`src/rtl/switch_out_arbiter_pkg.sv`:
```
// Shared types and constants for the 4-port switch egress arbiter.
package switch_out_arbiter_pkg;

  localparam int SW_NPORTS = 4;
  localparam int SW_PKT_W  = 16;

  // Packet field slices: {data[7:0], target[3:0], source[3:0]}
  localparam int SRC_LSB  = 0;
  localparam int SRC_W    = 4;
  localparam int TGT_LSB  = 4;
  localparam int TGT_W    = 4;
  localparam int DATA_LSB = 8;
  localparam int DATA_W   = 8;
  localparam int DST_W    = 4;

  // Input-port FSM states and packet types, shared with switch_port.
  typedef enum logic [1:0] {IDLE, ROUTE, ARB_WAIT, TRANSMIT} state_t;
  typedef enum logic [1:0] {ERR, SDP, MDP, BDP} p_type;

  // Egress arbiter FSM.
  typedef enum logic {A_IDLE, A_GRANT} arb_state_t;

  typedef struct packed {
    logic [DATA_W-1:0] data;
    logic [TGT_W-1:0]  target;
    logic [SRC_W-1:0]  source;
  } pkt_t;

  // Round-robin pointer advance; the 2-bit width gives the 3 -> 0 wrap.
  function automatic logic [1:0] rr_next(input logic [1:0] v);
    return v + 2'd1;
  endfunction

endpackage

```
`src/rtl/switch_out_arbiter_rr_pick.sv`:
```
// Combinational 4-request round-robin picker.
// Searches ptr, ptr+1, ... (mod 4) and reports the first set request.
module switch_out_arbiter_rr_pick (
  input  logic [3:0] req,
  input  logic [1:0] ptr,
  output logic [3:0] onehot,
  output logic [1:0] idx,
  output logic       any
);

  logic [1:0] cand;

  // First requester at or after ptr, wrapping modulo 4.
  always_comb begin
    any    = 1'b0;
    idx    = ptr;
    onehot = '0;
    cand   = ptr;
    for (int k = 0; k < 4; k++) begin
      cand = ptr + 2'(k);
      if (!any && req[cand]) begin
        any = 1'b1;
        idx = cand;
      end
    end
    if (any) onehot[idx] = 1'b1;
  end

endmodule

```
`src/rtl/switch_out_arbiter.sv`:
```
// Egress-side arbiter for one output port of the 4-port switch.
// Picks an input port round-robin, issues a one-cycle grant (FIFO pop),
// and captures that port's FIFO head into a registered valid/ready output.
//
//  state   | meaning
//  --------+-----------------------------------------------------------
//  A_IDLE  | waiting for a routed request and a free output register
//  A_GRANT | one cycle: grant sel if still requesting, load packet
module switch_out_arbiter
  import switch_out_arbiter_pkg::*;
#(
  parameter int OUT_ID = 0,
  parameter int NPORTS = 4,
  parameter int PKT_W  = 16,
  parameter int CNT_W  = 16
) (
  input  logic                    clk,
  input  logic                    rst_n,
  input  logic [NPORTS-1:0]       req_valid,
  input  logic [DST_W*NPORTS-1:0] req_dst,
  input  logic [PKT_W*NPORTS-1:0] pkt_in,
  output logic [NPORTS-1:0]       grant,
  input  logic                    out_ready,
  output logic                    valid_out,
  output logic [SRC_W-1:0]        source_out,
  output logic [TGT_W-1:0]        target_out,
  output logic [DATA_W-1:0]       data_out,
  output logic                    busy,
  output logic [CNT_W-1:0]        pkt_cnt
);

  // Selects this egress port's bit out of each input's pkt_dst nibble.
  localparam logic [DST_W-1:0] DST_MASK = DST_W'(1 << OUT_ID);

  arb_state_t        state_q, state_d;
  logic [1:0]        rr_q, rr_d;
  logic [1:0]        sel_q, sel_d;
  logic [NPORTS-1:0] sel_oh_q, sel_oh_d;
  logic [NPORTS-1:0] r;
  logic [NPORTS-1:0] pick_onehot;
  logic [1:0]        pick_idx;
  logic              pick_any;
  logic              out_free;
  logic              load;
  pkt_t              head;

  // A request counts only when it is valid and routed to this egress port.
  always_comb begin
    r = '0;
    for (int i = 0; i < NPORTS; i++) begin
      r[i] = req_valid[i] & (|(req_dst[DST_W*i +: DST_W] & DST_MASK));
    end
  end

  assign out_free = !valid_out || out_ready;
  assign head     = pkt_t'(pkt_in[PKT_W*sel_q +: PKT_W]);
  assign busy     = (state_q != A_IDLE);

  switch_out_arbiter_rr_pick u_rr_pick (
    .req    (r),
    .ptr    (rr_q),
    .onehot (pick_onehot),
    .idx    (pick_idx),
    .any    (pick_any)
  );

  // FSM, selection and pointer registers.
  always_ff @(posedge clk or negedge rst_n) begin
    if (!rst_n) begin
      state_q  <= A_IDLE;
      rr_q     <= 2'd0;
      sel_q    <= 2'd0;
      sel_oh_q <= '0;
    end else begin
      state_q  <= state_d;
      rr_q     <= rr_d;
      sel_q    <= sel_d;
      sel_oh_q <= sel_oh_d;
    end
  end

  // Next state, grant and load; a withdrawn request in GRANT leaves rr_ptr alone.
  always_comb begin
    state_d  = state_q;
    rr_d     = rr_q;
    sel_d    = sel_q;
    sel_oh_d = sel_oh_q;
    grant    = '0;
    load     = 1'b0;
    case (state_q)
      A_IDLE: begin
        if (pick_any && out_free) begin
          state_d  = A_GRANT;
          sel_d    = pick_idx;
          sel_oh_d = pick_onehot;
        end
      end
      A_GRANT: begin
        state_d = A_IDLE;
        grant   = r & sel_oh_q;
        if (|(r & sel_oh_q)) begin
          load = 1'b1;
          rr_d = rr_next(sel_q);
        end
      end
      default: state_d = A_IDLE;
    endcase
  end

  // Output register: a load in the same cycle as a drain keeps valid_out set.
  always_ff @(posedge clk or negedge rst_n) begin
    if (!rst_n) begin
      valid_out  <= 1'b0;
      source_out <= '0;
      target_out <= '0;
      data_out   <= '0;
    end else if (load) begin
      valid_out  <= 1'b1;
      source_out <= head.source;
      target_out <= head.target;
      data_out   <= head.data;
    end else if (out_ready) begin
      valid_out  <= 1'b0;
    end
  end

  // Delivered-packet counter, saturating at all-ones.
  always_ff @(posedge clk or negedge rst_n) begin
    if (!rst_n) begin
      pkt_cnt <= '0;
    end else if (valid_out && out_ready && (pkt_cnt != {CNT_W{1'b1}})) begin
      pkt_cnt <= pkt_cnt + CNT_W'(1);
    end
  end

endmodule

```
`config.mk`:
```
export PLATFORM = sky130hd
export DESIGN_NAME = switch_out_arbiter
export DESIGN_NICKNAME = d
export VERILOG_FILES = /design/src/rtl/switch_out_arbiter_pkg.sv /design/src/rtl/switch_out_arbiter_rr_pick.sv /design/src/rtl/switch_out_arbiter.sv
export SDC_FILE = /design/constraint.sdc
export NUM_CORES = 1
export LEC_CHECK = 0
export CAP_MARGIN = 15
export CORE_AREA = 2 2 82 76
export DETAILED_ROUTE_END_ITERATION = 7
export DIE_AREA = 0 0 84 78
export GPL_TIMING_DRIVEN = 0
export PLACE_DENSITY = 0.85
export SLEW_MARGIN = 10
export SYNTH_ARGS = -nofsm -noshare
export SYNTH_HDL_FRONTEND = slang
export SYNTH_HIERARCHICAL = 1
export SYNTH_SLANG_ARGS = --single-unit
```
`constraint.sdc`:
```
create_clock -name clk -period 4.6 [get_ports clk]
set_clock_uncertainty 0.1 [all_clocks]
set_input_delay 0.69 -clock clk [delete_from_list [all_inputs] [get_ports clk]]
set_output_delay 0.69 -clock clk [all_outputs]
set_load 0.01 [all_outputs]
```
==> summary.md <==
| Metric | Value |
|---|---|
| Initial antenna violation count | `0` |
| Slew Viols, Final | `0` |
| Worst slack, placed | `1890 ps` |
| Number of nets in the layout | `401` |
| Die footprint | `6550 um2` |
| Yosys cell types | `42` |
| Number of synthesized register bits | `42` |
| Root Driver | `clkbuf_8` |
| Most used flip-flop cell after synthesis | `dfrtp_1` |
| Synth warnings | `6` |
| F_max | `0.371 GHz` |
| PwrDens | `435 nW/um2` |
| Slowest cell on the critical path | `clkdlybuf4s50_1` |
| Hold Crit Class | `primary input to async pin` |
| RSZ-0062 raised after global routing | `no` |
| Die Span X | `84 um` |
| Post-CTS sizing | `0` |
| Port bufs | `112` |
| Top-area cell type share of the netlist area | `0.438` |
| DRC viols | `0` |
| Peak supply drop | `208 uV` |
| Kind of cell adding the most delay to the critical path | `buffers and inverters` |
| Syn nets | `281` |
| Wire length per cell | `14.9 um` |
| H-tree levels | `2` |
| Starting Density | `0.426` |
| Startpoint Class | `primary input` |
| Top Ports | `125` |
| ANT cells | `0` |
| Routed WL | `5730 um` |
| Hold Fails Final Rpt | `0` |
| CTS Hold Bufs | `0` |
| FP Rows | `26` |
| Final setup fails | `0` |
| Via count | `2038` |
| CP Data Arrival Time | `1900 ps` |
| Synth area leaders | `dfrtp_1 44%, mux4_2 15%, mux2_2 11%, xor2_1 4.4%, nor2_1 2.0%` |
| Pre-Repair DR Iteration Count | `4` |
| Largest net degree at the start of global routing | `26` |
| Vias in the first global route | `2113` |
| Drt initial violations | `86` |
| Maximum buffer depth of the clock tree | `2` |
| Post-DP HPWL | `4620 um` |
| Final core occ | `0.660` |
| Leak | `1.53 nW` |
| Setup Buffers After CTS | `0` |
| EDFF count, synth | `0` |
| Data required time of the worst path | `3810 ps` |
| Fraction of layout cells with a size suffix above 1 | `0.197` |
| Worst Setup Path Type | `primary input to primary output` |
| Bufs and invs on worst path | `2` |
| GRT Total Usage | `0.186` |
| Worst-path maximum fanout | `2` |
| First-pass GRT wire length | `9580 um` |
| Worst Setup SP | `req_valid[3]` |
| Tmin final | `2690 ps` |
| Chip height | `78 um` |
| Seq/Total Area, Yosys | `0.438` |
| Critical path's largest stage delay | `530 ps` |
| Fin worst setup slack | `1910 ps` |
| Async SR Flop Fraction | `1.00` |
| Worst-path cell chain | `clkdlybuf4s50_1, nand3_1, nor2_1, clkdlybuf4s50_1` |
| Max_cap viols | `0` |
| Clk slew on worst S/H paths | `80 ps` |
| Core footprint | `5630 um2` |
| Worst-Margin Slew | `562 ps` |
| Yosys top cell by area | `dfrtp_1` |
| Synth Area per Inst | `12.4 um2` |
| Reg-to-reg critical path startpoint | `sel_q[1]` |
| ANT nets after route | `0` |
| CTS sink count | `42` |
| Gr ovfl total | `0` |
| Outcome | `complete, no violations` |
| Final hold slack | `240 ps` |
| Relative slew margins | `0.624` |
| Cell mode on critical path | `clkdlybuf4s50_1` |
| DR vias/cell | `5.31` |
| CTS tree | `yes` |
| Fin Setup TNS | `0 ps` |
| Synth Instances | `193` |
| Syn-to-layout area delta | `54.8%` |
| Worst-skew pair later-pin latency | `290 ps` |
| Gpl congestion | `0.813` |
| CTS Buf Count | `5` |
| Crit. End Element | `primary output` |
| Cell Area, Synth | `2400 um2` |
| Period utilization | `0.586` |
## through the flow
step                      std cells  instance area [um2]  power [W]
after floorplan                 193                 2400    0.00103
after global placement          375                 3610    0.00137
after detailed placement        376                 3620    0.00139
after CTS                       384                 3710    0.00164
after global routing            384                 3710    0.00172
final                           384                 3710    0.00162
## logic make-up after synthesis
| kind of cell | after synthesis | share of synthesized area |
|---|---|---|
| compound gates | 13 | 0.0412 |
| xor+xnor | 15 | 0.0547 |
| fa+ha+maj | 1 | 0.00521 |
| buf+inv | 11 | 0.0276 |
| flops | 42 | 0.438 |
| mux | 40 | 0.263 |
| simple gates | 71 | 0.170 |
## layer usage
metal  part of all wire  up-vias  GRT usage
met5                  0        -          0
met4              0.010        0     0.0484
met3              0.076        6     0.0574
met2               0.52       89      0.330
met1               0.40      984      0.218
li1                   -      959          -
## cell type report
class,count,area (um2)
repair buffers,113,1140
clock buffers,7,86.3
fillers,421,1910
flip-flops and latches,42,1050
inverters,3,11.3
plain buffers,8,55.1
well taps,70,87.6
clock inverters,1,5.00
multi-input cells,140,1280
## state kept, by name, indices dropped and copies added (netlist names)
signal and count:
pkt_cnt 16, data_out 8, sel_oh_q 4, source_out 4, target_out 4, rr_q 2, sel_q 2, busy 1
valid_out 1
## worst register-to-register path, stage by stage, from the launching register on
cell and delay, ps:
dfrtp_1 330, clkbuf_1 440, buf_2 380, mux4_2 350, mux2_2 270
## power by group
part	internal (W)	leakage [nW]	switching, W	total, W
clock	0.000121	0.0482	0.000121	0.000242
combinational	0.000494	0.953	0.000299	0.000793
sequential	0.000494	0.533	0.0000866	0.000580
## cell usage in the layout, fill, tap and decap left out, types with 2 or more instances in the layout
cell type / count
xnor2_1: 3
or2_1: 2
and2_1: 4
o22ai_1: 2
nand4_1: 4
buf_4: 2
nor2_1: 13
nand2b_1: 3
dfrtp_1: 42
nor3_1: 5
nor2b_1: 5
clkdlybuf4s50_1: 111
inv_1: 3
mux2_2: 23
o21ai_0: 4
buf_2: 3
buf_6: 2
mux4_2: 16
clkbuf_8: 6
nand4_2: 2
nand2_1: 9
nor4_1: 5
a22o_1: 2
xor2_1: 12
nand3_1: 8
clkbuf_1: 3
## worst paths after layout
check / endpoint / slack [ps] / depth (start not counted)
worst min-delay path: busy / 240 / 1
min in group clk: data_out[0] / 410 / 1
worst max-delay path: grant[3] / 1910 / 4
worst max register to register: source_out[1] / 2630 / 4
max in group asynchronous: data_out[3] / 3680 / 2
worst min register to register: data_out[0] / 410 / 1
## synthesized netlist by cell type, types with 2 or more instances
cell type and n:
a22o_1 2, and2_1 4, buf_2 2, buf_4 2, buf_6 2, clkbuf_1 2, dfrtp_1 42, inv_1 3
mux2_2 23, mux4_2 16, nand2_1 9, nand2b_1 3, nand3_1 8, nand4_1 4, nand4_2 2, nor2_1 13
nor2b_1 5, nor3_1 5, nor4_1 5, o21ai_0 4, o22ai_1 2, or2_1 2, xnor2_1 3, xor2_1 12
Note: power is estimated with default switching activity, not from simulation.
==> RTL change 1 (config.mk and constraints unchanged) <==
`TGT_W`: 4 -> 3.
--- a/src/rtl/switch_out_arbiter_pkg.sv
+++ b/src/rtl/switch_out_arbiter_pkg.sv
@@ -9,5 +9,5 @@
   localparam int SRC_W    = 4;
   localparam int TGT_LSB  = 4;
-  localparam int TGT_W    = 4;
+  localparam int TGT_W    = 3;
   localparam int DATA_LSB = 8;
   localparam int DATA_W   = 8;
Ports: changed (resized target_out); port bits go from 125 to 124. No check against the original RTL was run, so the function may have changed too.
==> RTL change 1 against the original RTL <==
Critical path depth unchanged; hold slack got worse by 0.092 ns; total power decreased by 3.7%; register-to-register slack lost 0.08 ns; cell count is 2.6% lower; synthesized area decreased by 1.6%; critical endpoint is now grant[2]; cell area down 2.5%; largest cell class unchanged; sequential cell count fell by 1; fmax fell by 1.7%; wire length is 0.80% higher; die area did not move; setup slack lost 0.046 ns.
==> RTL change 1: results <==
group,metric,value,unit
global_routing,grt_pass1_vias,2062,
detailed_routing,detail_route.wl_per_cell,15.4,microns
detailed_routing,viasPerCell,5.28,
cells_and_area,nFillCells,453,
cts,post_cts_resized,0,
power,intPower,0.00107,W
global_routing,use_met2,0.331,
detailed_routing,wl_met1,2.18,mm
setup_path,worstRegToRegCells,5,
cells_and_area,drive_above_1_share,0.201,
global_routing,use_met3,0.0649,
setup_path,r2r_start,"pkt_cnt[0]$_DFFE_PN0P_",
cells_and_area,nets,392,
setup_path,cp-startpoint,"req_valid[2]",
synthesis,synthTopCellsByArea,"dfrtp_1 43%, mux4_2 14%, mux2_2 10%",
placed_design,routabilityCongestion,0.831,
placed_design,dp.final_hpwl,4.71,mm
global_routing,grt_pass1_wl,9.65,mm
cts,ctsLongestPathBuffers,2,
detailed_routing,dr_wl_met3,466,microns
power,combPwrFrac,0.483,
detailed_routing,met2RoutedLength,3.03,mm
power,p_per_area,429,nW/um^2
synthesis,synth.distinct_cells,44,
sta,max_slew_margin,0.594,
setup_path,critPathMaxStageDelay,0.55,ns
global_routing,grt_util_all_layers,0.187,
run_status,outcome,"finished, final reports clean",
power,vdd_ir_drop_max,0.232,mV
setup_path,cp.arrival,1.95,ns
synthesis,synth_nets,277,
cts,clk_pin_slew_worst_paths,0.08,ns
global_routing,grt_use_met1,0.208,
power,power_clock,0.000237,W
synthesis,synth_common_cells,"41 x dfrtp_1, 21 x mux2_2, 15 x mux4_2",
power,p_leak,1.54,nW
setup_path,reg2reg_to,"pkt_cnt[1]$_DFFE_PN0P_",
detailed_routing,drtIter0Drc,52,
synthesis,synthArstFlopShare,1.00,
synthesis,ys_seq_area_frac,0.435,
setup_path,r2r_slack,2.55,ns
global_routing,grt_max_degree,34,
setup_path,endpoint,"grant[2]",
placed_design,port_buffers,107,
## RTL change 1: cell count changes in the layout (fill, tap and decap cells not counted), moves of 2 or more
cell and change:
nand3_1 +3, mux2_2 -2, or2_1 -2, clkdlybuf4s50_1 -5
nand4_1 -4, buf_6 -2, nor4_1 -2
## RTL change 1: through the flow
stage	hold slack, ns	instance area (sq um)	instances	utilization	worst slack (ns)
floorplan	0.294	2360	189	-	2.62
global placement	0.387	3520	366	0.625	1.71
detailed placement	0.397	3530	367	0.628	1.86
CTS	0.144	3620	374	0.643	1.86
global route	0.148	3620	374	0.643	1.77
finish	0.147	3620	374	0.643	1.86
## RTL change 1: worst min path at each step
stage,to,slack [ns],cells after the start
6_report,pkt_cnt[15]$_DFFE_PN0P_,0.15,1
5_1_grt,pkt_cnt[3]$_DFFE_PN0P_,0.15,1
3_3_place_gp,data_out[6]$_DFFE_PN0P_,0.39,1
4_1_cts,pkt_cnt[3]$_DFFE_PN0P_,0.14,1
2_1_floorplan,busy$_DFF_PN0_,0.29,0
3_5_place_dp,data_out[2]$_DFFE_PN0P_,0.40,1
## RTL change 1: cells by family (layout without fill, tap and decap cells)
family                     count (synthesis)  count (layout)  share of synthesized area
adders and majority gates                  1               1                    0.00530
buffers and inverters                     10             125                     0.0191
DFF                                       41              41                      0.435
AOI/OAI and AO/OA                         14              14                     0.0488
xor gates and xnor gates                  16              16                     0.0594
muxes                                     37              37                      0.248
and+or+nand+nor                           70              70                      0.185
## RTL change 1: cell type report
class | instances | area, sq um | share of cell area
timing repair buffer | 108 | 1090 | 0.300
sequential | 41 | 1030 | 0.283
inverter | 3 | 11.3 | 0.00311
tap | 70 | 87.6 | 0.0242
buffer | 7 | 33.8 | 0.00933
clock buffer | 7 | 86.3 | 0.0238
multi-input combinational | 138 | 1290 | 0.356
==> RTL change 2 (same flow settings) <==
Made on the original files. Make the reset (`rst_n`) synchronous in 3 clocked blocks.
--- a/src/rtl/switch_out_arbiter.sv
+++ b/src/rtl/switch_out_arbiter.sv
@@ -66,5 +66,5 @@
 
   // FSM, selection and pointer registers.
-  always_ff @(posedge clk or negedge rst_n) begin
+  always_ff @(posedge clk) begin
     if (!rst_n) begin
       state_q  <= A_IDLE;
@@ -109,5 +109,5 @@
 
   // Output register: a load in the same cycle as a drain keeps valid_out set.
-  always_ff @(posedge clk or negedge rst_n) begin
+  always_ff @(posedge clk) begin
     if (!rst_n) begin
       valid_out  <= 1'b0;
@@ -126,5 +126,5 @@
 
   // Delivered-packet counter, saturating at all-ones.
-  always_ff @(posedge clk or negedge rst_n) begin
+  always_ff @(posedge clk) begin
     if (!rst_n) begin
       pkt_cnt <= '0;
Behaviour: differs if rst_n is asserted again (counterexample within 4 cycles, from zero or initial values and one cycle with rst_n low); with rst_n held inactive, the same outputs for 10 cycles.
==> RTL change 2 against the original RTL <==
Wire length grew 25%; first-iteration DRC count grew 42%; sequential cell count is the same; synthesized cell count grew 40%; die area is the same; synthesized area grew 0.78%; setup slack lost 0.019 ns; cell area shrank 0.51%; critical endpoint is now grant[1].
Power is not compared: it rests on default switching activity, and its combinational part moved more than twofold at a synthesized area within 25%.
==> RTL change 2: results <==
group,metric,value,unit
cts,cts_buffers,5,
placed_design,pre_cts_slack,1.88,ns
synthesis,synth_common_cells,"42 x dfxtp_1, 29 x nand2_1, 27 x nand3_1",
synthesis,synthTopCellsByArea,"dfxtp_1 35%, mux4_2 15%, nand3_1 5.6%",
run_status,outcome,"finished, final reports clean",
synthesis,synth.distinct_cells,46,
synthesis,synthArstFlopShare,0,
detailed_routing,final_antenna_net_count,0,
cells_and_area,antennaDiodeCount,0,
detailed_routing,routed_wl,7.16,mm
placed_design,routabilityCongestion,0.888,
global_routing,grt_max_degree,13,
cells_and_area,nets,477,
global_routing,grt_pass1_vias,2578,
placed_design,port_buffers,111,
placed_design,dp.final_hpwl,5.62,mm
cts,ctsHtreeMaxLevel,2,
synthesis,synth_nets,359,
hold_path,hold_class,"flop to flop",
cells_and_area,reg_top3,"pkt_cnt (16), data_out (8)",
sta,worst_slew_pin_slew,0.796,ns
power,p_sw_frac,0.258,
detailed_routing,drtIter0Drc,122,
cts,clock-root-buffer,"clkbuf_8",
cells_and_area,drive_above_1_share,0.0900,
detailed_routing,first_pass_iters,4,
cts,insertion_delay,0.31,ns
synthesis,ys_seq_area_frac,0.348,
detailed_routing,viasPerCell,5.67,
global_routing,grt_util_all_layers,0.223,
setup_path,critPathMaxStageDelay,0.54,ns
global_routing,grt_pass1_wl,11.8,mm
global_routing,antenna_found_initial,0,
==> RTL change 2: cell types whose count changed after synthesis, moves of 17 or more <==
| cell | unedited run | this run |
|---|---|---|
| dfrtp_1 | 42 | 0 |
| dfxtp_1 | 0 | 42 |
| mux2_2 | 23 | 0 |
| nand2_1 | 9 | 29 |
| nand3_1 | 8 | 27 |
| o21ai_0 | 4 | 21 |
==> RTL change 2: final cells by class <==
type / instances / area, sq um
Fill cell: 454 / 1930
Multi-Input combinational cell: 205 / 1460
Timing Repair Buffer: 111 / 1110
Sequential cell: 42 / 841
Buffer: 18 / 93.8
Tap cell: 70 / 87.6
Clock buffer: 5 / 68.8
Inverter: 6 / 22.5
Clock inverter: 2 / 10.0
==> RTL change 2: cell families after synthesis <==
logic type	share of synthesized area
AOI/OAI and AO/OA	0.146
xor gates and xnor gates	0.00362
adders and majority gates	0.00517
buffers and inverters	0.0481
DFF	0.348
muxes	0.190
and+or+nand+nor	0.259
==> RTL change 2: through the flow <==
| stage | hold slack [ns] | cell area [sq um] | power, W | utilization | std cells |
|---|---|---|---|---|---|
| floorplan | 0.360 | 2420 | 0.000464 | - | 271 |
| global placement | 0.355 | 3620 | 0.000547 | 0.643 | 452 |
| detailed placement | 0.363 | 3620 | 0.000551 | 0.643 | 452 |
| CTS | 0.375 | 3700 | 0.000780 | 0.657 | 459 |
| global route | 0.433 | 3700 | 0.000808 | 0.657 | 459 |
| finish | 0.380 | 3700 | 0.000780 | 0.657 | 459 |
==> RTL change 2: final timing paths <==
check	start	end	slack [ns]	cells past startpoint
worst min-delay path	data_out[2]$_SDFFE_PN0P_	data_out[2]$_SDFFE_PN0P_	0.38	2
worst max-delay path	req_valid[1]	grant[1]	1.89	4
worst min register to register	data_out[2]$_SDFFE_PN0P_	data_out[2]$_SDFFE_PN0P_	0.38	2
worst max register to register	pkt_cnt[7]$_SDFFE_PN0P_	pkt_cnt[15]$_SDFFE_PN0P_	2.49	5
==> RTL change 2: power by group through the flow <==
| stage | combinational, W | sequential, W | clock, W |
|---|---|---|---|
| 2_1_floorplan | 0.0000818 | 0.000382 | 0 |
| 3_3_place_gp | 0.000166 | 0.000381 | 0 |
| 3_5_place_dp | 0.000170 | 0.000381 | 0 |
| 4_1_cts | 0.000170 | 0.000373 | 0.000237 |
| 5_1_grt | 0.000183 | 0.000374 | 0.000252 |
| 6_report | 0.000171 | 0.000373 | 0.000237 |
==> RTL change 2: worst min-delay path, cell delays in order (launching register included) <==
cell     delay [ns]
dfxtp_1        0.32
nand3_1        0.06
o21ai_0        0.06
==> RTL change 2: layer usage <==
layer	wire length (microns)	part of all wire	global-route usage
met1	2920	0.41	0.257
met2	3620	0.51	0.400
met3	461	0.064	0.0404
met4	155	0.022	0.103
met5	0	0	0
